## src/rtl/game_pkg.sv

```systemverilog
`default_nettype none
// ============================================================================
//  Module      : game_pkg
//  Description : Shared definitions for the 2048 game front end and
//                controller: one-hot move codes, input-FSM state encodings
//                and a one-hot test helper.
//  Revision    : 1.0 - initial release
// ============================================================================
package game_pkg;

    // One-hot move codes, decoded identically by the game controller.
    localparam logic [3:0] DIR_NONE  = 4'b0000;
    localparam logic [3:0] DIR_LEFT  = 4'b0001;
    localparam logic [3:0] DIR_RIGHT = 4'b0010;
    localparam logic [3:0] DIR_DOWN  = 4'b0100;
    localparam logic [3:0] DIR_UP    = 4'b1000;

    // Input-stage FSM encodings. Code 2'b11 is unused and treated as illegal.
    typedef logic [1:0] in_state_t;
    localparam in_state_t ST_IDLE    = 2'b00;
    localparam in_state_t ST_HOLD    = 2'b01;
    localparam in_state_t ST_RELEASE = 2'b10;

    // True when exactly one bit of the vector is set.
    function automatic logic is_onehot4(input logic [3:0] v);
        return (v != 4'b0000) && ((v & (v - 4'd1)) == 4'b0000);
    endfunction

endpackage : game_pkg
`default_nettype wire

```

## src/rtl/key_debounce.sv

```systemverilog
`default_nettype none
// ============================================================================
//  Module      : key_debounce
//  Description : Two-flop synchronizer plus whole-vector debouncer for four
//                active-low push-buttons. The synchronized (active-high)
//                vector must remain unchanged for DEBOUNCE_CYCLES cycles
//                before it is published on key_stable.
//  Ports       : clock      - system clock
//                reset_n    - asynchronous active-low reset
//                keys_n     - raw buttons, active-low
//                key_stable - debounced pressed-key vector, active-high
//  Revision    : 1.0 - initial release
// ============================================================================
module key_debounce #(
    parameter int DEBOUNCE_CYCLES = 16
) (
    input  logic       clock,
    input  logic       reset_n,
    input  logic [3:0] keys_n,
    output logic [3:0] key_stable
);

    localparam int c_CW = $clog2(DEBOUNCE_CYCLES + 1);
    localparam logic [c_CW-1:0] c_CNT_LAST = c_CW'(DEBOUNCE_CYCLES - 1);

    logic [3:0]      r_sync1;
    logic [3:0]      r_sync2;
    logic [3:0]      w_key_s;
    logic [3:0]      r_candidate;
    logic [3:0]      r_stable;
    logic [c_CW-1:0] r_cnt;

    // Synchronizer flops reset to all-ones so the keys read as released.
    always_ff @(posedge clock or negedge reset_n) begin
        if (!reset_n) begin
            r_sync1 <= 4'b1111;
            r_sync2 <= 4'b1111;
        end else begin
            r_sync1 <= keys_n;
            r_sync2 <= r_sync1;
        end
    end

    assign w_key_s = ~r_sync2;

    // One counter is shared by all four keys: any change anywhere in the
    // vector restarts the count, which also naturally filters chord edges.
    // Once the count reaches its last value it holds there (no wrap), so a
    // long-stable vector keeps being republished unchanged.
    always_ff @(posedge clock or negedge reset_n) begin
        if (!reset_n) begin
            r_candidate <= 4'b0000;
            r_stable    <= 4'b0000;
            r_cnt       <= '0;
        end else if (w_key_s != r_candidate) begin
            r_candidate <= w_key_s;
            r_cnt       <= '0;
        end else if (r_cnt == c_CNT_LAST) begin
            r_stable    <= r_candidate;
        end else begin
            r_cnt       <= r_cnt + 1'b1;
        end
    end

    assign key_stable = r_stable;

endmodule : key_debounce
`default_nettype wire

```

## src/rtl/direction_input.sv

```systemverilog
`default_nettype none
// ============================================================================
//  Module      : direction_input
//  Description : Push-button front end for the 2048 game controller. Turns
//                the raw active-low buttons into a one-hot direction pulse
//                lasting HOLD_CYCLES clocks per accepted press; a new move
//                requires all keys to be released first, and chords are
//                dropped.
//  Build macro : AUTO_REPEAT_EN - when defined, a key held in RELEASE
//                re-fires after REPEAT_DELAY cycles, then every
//                REPEAT_PERIOD cycles. Undefined: one event per press.
//  Ports       : clock     - system clock
//                reset_n   - asynchronous active-low reset
//                keys_n    - raw buttons, active-low (0 L, 1 R, 2 D, 3 U)
//                enable    - controller accepting moves
//                direction - one-hot move output
//                key_event - single-cycle pulse on first direction cycle
//                busy      - FSM is not idle
//                state     - current FSM state (debug)
//  Revision    : 1.0 - initial release
// ============================================================================
module direction_input
    import game_pkg::*;
#(
    parameter int DEBOUNCE_CYCLES = 16,
    parameter int HOLD_CYCLES     = 4,
    parameter int REPEAT_DELAY    = 64,
    parameter int REPEAT_PERIOD   = 32
) (
    input  logic       clock,
    input  logic       reset_n,
    input  logic [3:0] keys_n,
    input  logic       enable,
    output logic [3:0] direction,
    output logic       key_event,
    output logic       busy,
    output logic [1:0] state
);

    // Reject nonsensical configurations at elaboration time.
    if (DEBOUNCE_CYCLES < 1 || HOLD_CYCLES < 1 ||
        REPEAT_DELAY < 1 || REPEAT_PERIOD < 1) begin : g_param_check
        $error("direction_input: all timing parameters must be >= 1");
    end

    localparam int c_HW = $clog2(HOLD_CYCLES + 1);
    localparam logic [c_HW-1:0] c_HOLD_LAST = c_HW'(HOLD_CYCLES - 1);

    logic [3:0]      w_stable;
    in_state_t       r_state;
    logic [3:0]      r_dir;
    logic            r_event;
    logic [c_HW-1:0] r_hold_cnt;

    key_debounce #(
        .DEBOUNCE_CYCLES (DEBOUNCE_CYCLES)
    ) u_key_debounce (
        .clock      (clock),
        .reset_n    (reset_n),
        .keys_n     (keys_n),
        .key_stable (w_stable)
    );

`ifdef AUTO_REPEAT_EN
    localparam int c_REP_MAX = (REPEAT_DELAY > REPEAT_PERIOD) ? REPEAT_DELAY
                                                              : REPEAT_PERIOD;
    localparam int c_RW = $clog2(c_REP_MAX + 1);

    logic [3:0]      r_last_dir;
    logic            r_repeated;
    logic [c_RW-1:0] r_rep_cnt;
    logic [c_RW-1:0] w_rep_last;

    // The first repeat waits the longer delay; later ones use the period.
    assign w_rep_last = r_repeated ? c_RW'(REPEAT_PERIOD - 1)
                                   : c_RW'(REPEAT_DELAY - 1);
`endif

    always_ff @(posedge clock or negedge reset_n) begin
        if (!reset_n) begin
            r_state    <= ST_IDLE;
            r_dir      <= DIR_NONE;
            r_event    <= 1'b0;
            r_hold_cnt <= '0;
`ifdef AUTO_REPEAT_EN
            r_last_dir <= DIR_NONE;
            r_repeated <= 1'b0;
            r_rep_cnt  <= '0;
`endif
        end else begin
            // key_event only ever lasts the single cycle after a HOLD entry.
            r_event <= 1'b0;
            case (r_state)
                ST_IDLE: begin
                    if (w_stable != DIR_NONE) begin
                        if (is_onehot4(w_stable) && enable) begin
                            r_state    <= ST_HOLD;
                            r_dir      <= w_stable;
                            r_event    <= 1'b1;
                            r_hold_cnt <= '0;
`ifdef AUTO_REPEAT_EN
                            r_last_dir <= w_stable;
                            r_repeated <= 1'b0;
                            r_rep_cnt  <= '0;
`endif
                        end else begin
                            // Chord or disabled: drop the press and wait for
                            // a full release.
                            r_state <= ST_RELEASE;
                        end
                    end
                end

                ST_HOLD: begin
                    // Key activity is ignored here; only time and enable
                    // end the pulse.
                    if (!enable || (r_hold_cnt == c_HOLD_LAST)) begin
                        r_dir   <= DIR_NONE;
                        r_state <= ST_RELEASE;
                    end else begin
                        r_hold_cnt <= r_hold_cnt + 1'b1;
                    end
                end

                ST_RELEASE: begin
                    if (w_stable == DIR_NONE) begin
                        r_state <= ST_IDLE;
`ifdef AUTO_REPEAT_EN
                        r_rep_cnt <= '0;
                    end else if (enable && (w_stable == r_last_dir)) begin
                        if (r_rep_cnt == w_rep_last) begin
                            r_state    <= ST_HOLD;
                            r_dir      <= r_last_dir;
                            r_event    <= 1'b1;
                            r_hold_cnt <= '0;
                            r_repeated <= 1'b1;
                            r_rep_cnt  <= '0;
                        end else begin
                            r_rep_cnt <= r_rep_cnt + 1'b1;
                        end
                    end else begin
                        r_rep_cnt <= '0;
`endif
                    end
                end

                default: begin
                    // Illegal encoding: park safely and demand a release.
                    r_dir   <= DIR_NONE;
                    r_state <= ST_RELEASE;
                end
            endcase
        end
    end

    assign direction = r_dir;
    assign key_event = r_event;
    assign busy      = (r_state != ST_IDLE);
    assign state     = r_state;

endmodule : direction_input
`default_nettype wire

```

## config.mk

```make
export PLATFORM = sky130hd
export DESIGN_NAME = direction_input
export DESIGN_NICKNAME = d
export VERILOG_FILES = /design/src/rtl/game_pkg.sv /design/src/rtl/key_debounce.sv /design/src/rtl/direction_input.sv
export SDC_FILE = /design/constraint.sdc
export NUM_CORES = 1
export LEC_CHECK = 0
export ABC_AREA = 1
export CAP_MARGIN = 20
export CORE_UTILIZATION = 49
export CTS_CLUSTER_DIAMETER = 150
export DETAILED_ROUTE_END_ITERATION = 8
export GPL_TIMING_DRIVEN = 0
export PLACE_DENSITY = 0.8
export RECOVER_POWER = 50
export SLEW_MARGIN = 10
export SYNTH_ARGS = -nofsm -noshare
export SYNTH_HDL_FRONTEND = slang
export SYNTH_SLANG_ARGS = --single-unit
```

## constraint.sdc

```tcl
create_clock -name clock -period 1.6 [get_ports clock]
set_input_delay 0.24 -clock clock [delete_from_list [all_inputs] [get_ports clock]]
set_output_delay 0.24 -clock clock [all_outputs]
set_load 0.01 [all_outputs]
```

==> results.json <==
{
  "outcome": "complete, no violations",
  "worst_setup_path_start_kind": "register",
  "viasPerCell": 4.89,
  "hp-class": "register to register",
  "ios": 15,
  "n_antenna_cell": 0,
  "drt_first_pass_iters": 4,
  "antenna_found_initial": 0,
  "layout_setup_ws_ns": 0.0554,
  "clk_pin_slew_worst_paths_ns": 0.09,
  "area_growth_pct": 21.1,
  "ys_ff_latch": 31,
  "wl_per_cell_microns": 11.9,
  "p_int_mw": 1.00,
  "ant_nets": 0,
  "initial_core_util_pct": 51.3,
  "cp.arrival_ns": 1.30,
  "p_sw_mw": 0.303,
  "cts_buffers": 5,
  "path_cells": "clkdlybuf4s50_1",
  "insertion_delay_ns": 0.34,
  "critPathMaxStageDelay_ns": 0.56,
  "setup_tns_ns": 0,
  "fin_area_sq_um": 1700,
  "netlist_area_sq_um": 1400,
  "drt-total-wl_mm": 2.55,
  "vias": 1052,
  "power_density_nw_per_um2": 768,
  "grt_pass1_vias": 1111,
  "final_core_util_pct": 62.1,
  "fmax_ghz": 0.647,
  "crit_fanout": 3,
  "grt_max_degree": 32,
  "cp_top_family": "buffers and inverters",
  "cp.required_ns": 1.36,
  "cp_slowest_cell": "clkdlybuf4s50_1",
  "drc": 0,
  "gp_congestion": 0.778,
  "dp_hpwl_mm": 1.72,
  "cts.sinks": 31,
  "design.die.area_sq_um": 3080,
  "p_clk_share_pct": 32.8,
  "grt_pass1_wl_mm": 4.39,
  "dieWidth_microns": 55.5,
  "p_leak_nw": 0.890,
  "hold_viol_final": 0,
  "die_y_microns": 55.5,
  "end_kind": "primary output",
  "tightest_slew_ns": 0.737,
  "combPwrFrac_pct": 4.6,
  "cap_violations": 0,
  "synth.top_cell.area_share_pct": 41.0,
  "port_buffers": 14,
  "syn_avg_cell_area_sq_um": 9.05,
  "drv_slew": 0,
  "swShare_pct": 23.2,
  "synth_area_leaders": "dfrtp_1, dfstp_2, nand2_1",
  "drt_iter0_markers": 32,
  "setup_viol": 0,
  "synth_top_cell_by_area": "dfrtp_1",
  "cts_tree": "yes",
  "crit_type": "register to primary output",
  "maxSlewHeadroom_pct": 50.9,
  "ir_drop_v": 0.000659,
  "nets": 194,
  "ys_types": 21,
  "ys_seq_area_share_pct": 56.0,
  "place_area_sq_um": 1580,
  "htreeDepth": 2,
  "yosys_warnings": 0,
  "power_frac_seq_pct": 62.6,
  "core-area_sq_um": 2730,
  "gr-total-overflow": 0,
  "drive_gt1_share_pct": 22.3,
  "synth_nets": 166,
  "rows": 19,
  "post-place-ws_ns": -0.0708,
  "skew_ns": 0.0105,
  "clk_path_buf_depth": 2,
  "path_buf_inv": 1,
  "grt_use_total_pct": 19.6,
  "synthCells": 155,
  "finalCritPeriodShare_pct": 96.5,
  "root_buffer": "clkbuf_4",
  "min_period_ns": 1.54
}
cell usage after synthesis:
| library cell | n |
|---|---|
| nand4_1 | 1 |
| nor2_4 | 2 |
| nand2_4 | 1 |
| dfrtp_1 | 23 |
| ha_1 | 4 |
| nand2_1 | 49 |
| and3_1 | 1 |
| nor2_2 | 3 |
| inv_4 | 1 |
| inv_2 | 2 |
| nand2_2 | 6 |
| or2_0 | 2 |
| nand3_1 | 13 |
| xor2_1 | 3 |
| a21oi_1 | 2 |
| buf_2 | 1 |
| dfstp_2 | 8 |
| inv_1 | 19 |
| nand4_4 | 1 |
| nand3_2 | 1 |
| nor2_1 | 12 |
worst paths after layout:
check                                                    start                                  end  slack (ns)  cells past startpoint
min                        u_key_debounce.r_sync1[0]$_DFF_PN1_  u_key_debounce.r_sync2[0]$_DFF_PN1_        0.36                      0
min in group asynchronous                              reset_n             direction[1]$_DFFE_PN0P_        0.49                      2
max in group asynchronous                              reset_n                 state[0]$_DFFE_PN0P_        0.60                      2
max reg2reg                u_key_debounce.r_cnt[0]$_DFFE_PN0N_  u_key_debounce.r_cnt[3]$_DFFE_PN0N_        0.07                      8
max                                       state[1]$_DFFE_PN0P_                             state[1]        0.06                      1
min reg2reg                u_key_debounce.r_sync1[0]$_DFF_PN1_  u_key_debounce.r_sync2[0]$_DFF_PN1_        0.36                      0
power by group through the flow:
stage                     combinational, mW  clock [mW]  sequential [mW]
after floorplan                      0.0231           0            0.830
after global placement               0.0555           0            0.831
after detailed placement             0.0586           0            0.833
after CTS                            0.0642       0.445            0.818
after global routing                 0.0707       0.481            0.819
final                                0.0600       0.427            0.816
per-layer routing:
layer / global-route usage (%) / vias up / part of all wire (%)
li1: - / 530 / -
met1: 18.4 / 493 / 39
met2: 36.1 / 21 / 56
met3: 5.39 / 8 / 3.1
met4: 13.6 / 0 / 2.9
met5: 0 / - / 0
final cells by class:
| cell class | instances | area (sq um) |
|---|---|---|
| fill | 233 | 1040 |
| clock buffer | 7 | 45.0 |
| sequential | 31 | 787 |
| clock inverter | 1 | 5.00 |
| buffer | 1 | 11.3 |
| tap | 31 | 38.8 |
| inverter | 22 | 85.1 |
| multi-input combinational | 101 | 537 |
| timing repair buffer | 21 | 189 |
metrics by stage:
step	power [mW]	hold WS, ns	instances
2_1_floorplan	0.854	-0.0556	155
3_3_place_gp	0.887	0.346	200
3_5_place_dp	0.892	0.308	200
4_1_cts	1.33	0.296	214
5_1_grt	1.37	0.364	215
6_report	1.30	0.361	215
kinds of logic after synthesis:
family / count (synthesis) / synth area share (%)
simple gates: 92 / 31.4
flops: 31 / 56.0
xor+xnor: 3 / 1.87
compound gates: 2 / 0.714
buf+inv: 23 / 6.42
fa+ha+maj: 4 / 3.57
registers in the layout, summed over array words and instances, names as in the netlist:
register	flops
direction	4
key_event	1
r_hold_cnt	3
state	2
u_key_debounce.key_stable	4
u_key_debounce.r_candidate	4
u_key_debounce.r_cnt	5
u_key_debounce.r_sync1	4
u_key_debounce.r_sync2	4
placed cells by master (no fill, tap or decap), drive strengths merged, types with 2 or more instances in the layout:
master	Yosys	final
xor2	3	3
nand3	14	14
clkdlybuf4s50	0	8
dlygate4sd3	0	5
buf	1	7
nand2	56	56
dfstp	8	8
nor2	17	17
dfrtp	23	23
clkbuf	0	8
nand4	2	2
a21oi	2	2
ha	4	4
or2	2	2
inv	22	22
timing repair:
action / 4_1_cts / 5_1_grt
hold endpoints to repair: 23 / 0
hold buffers: 1 / 0
gates resized for setup: 3 / 6
setup endpoints to repair: 4 / 3
setup buffers: 5 / 1
pin swaps: 1 / 1
Note: power is estimated with default switching activity, not from simulation.
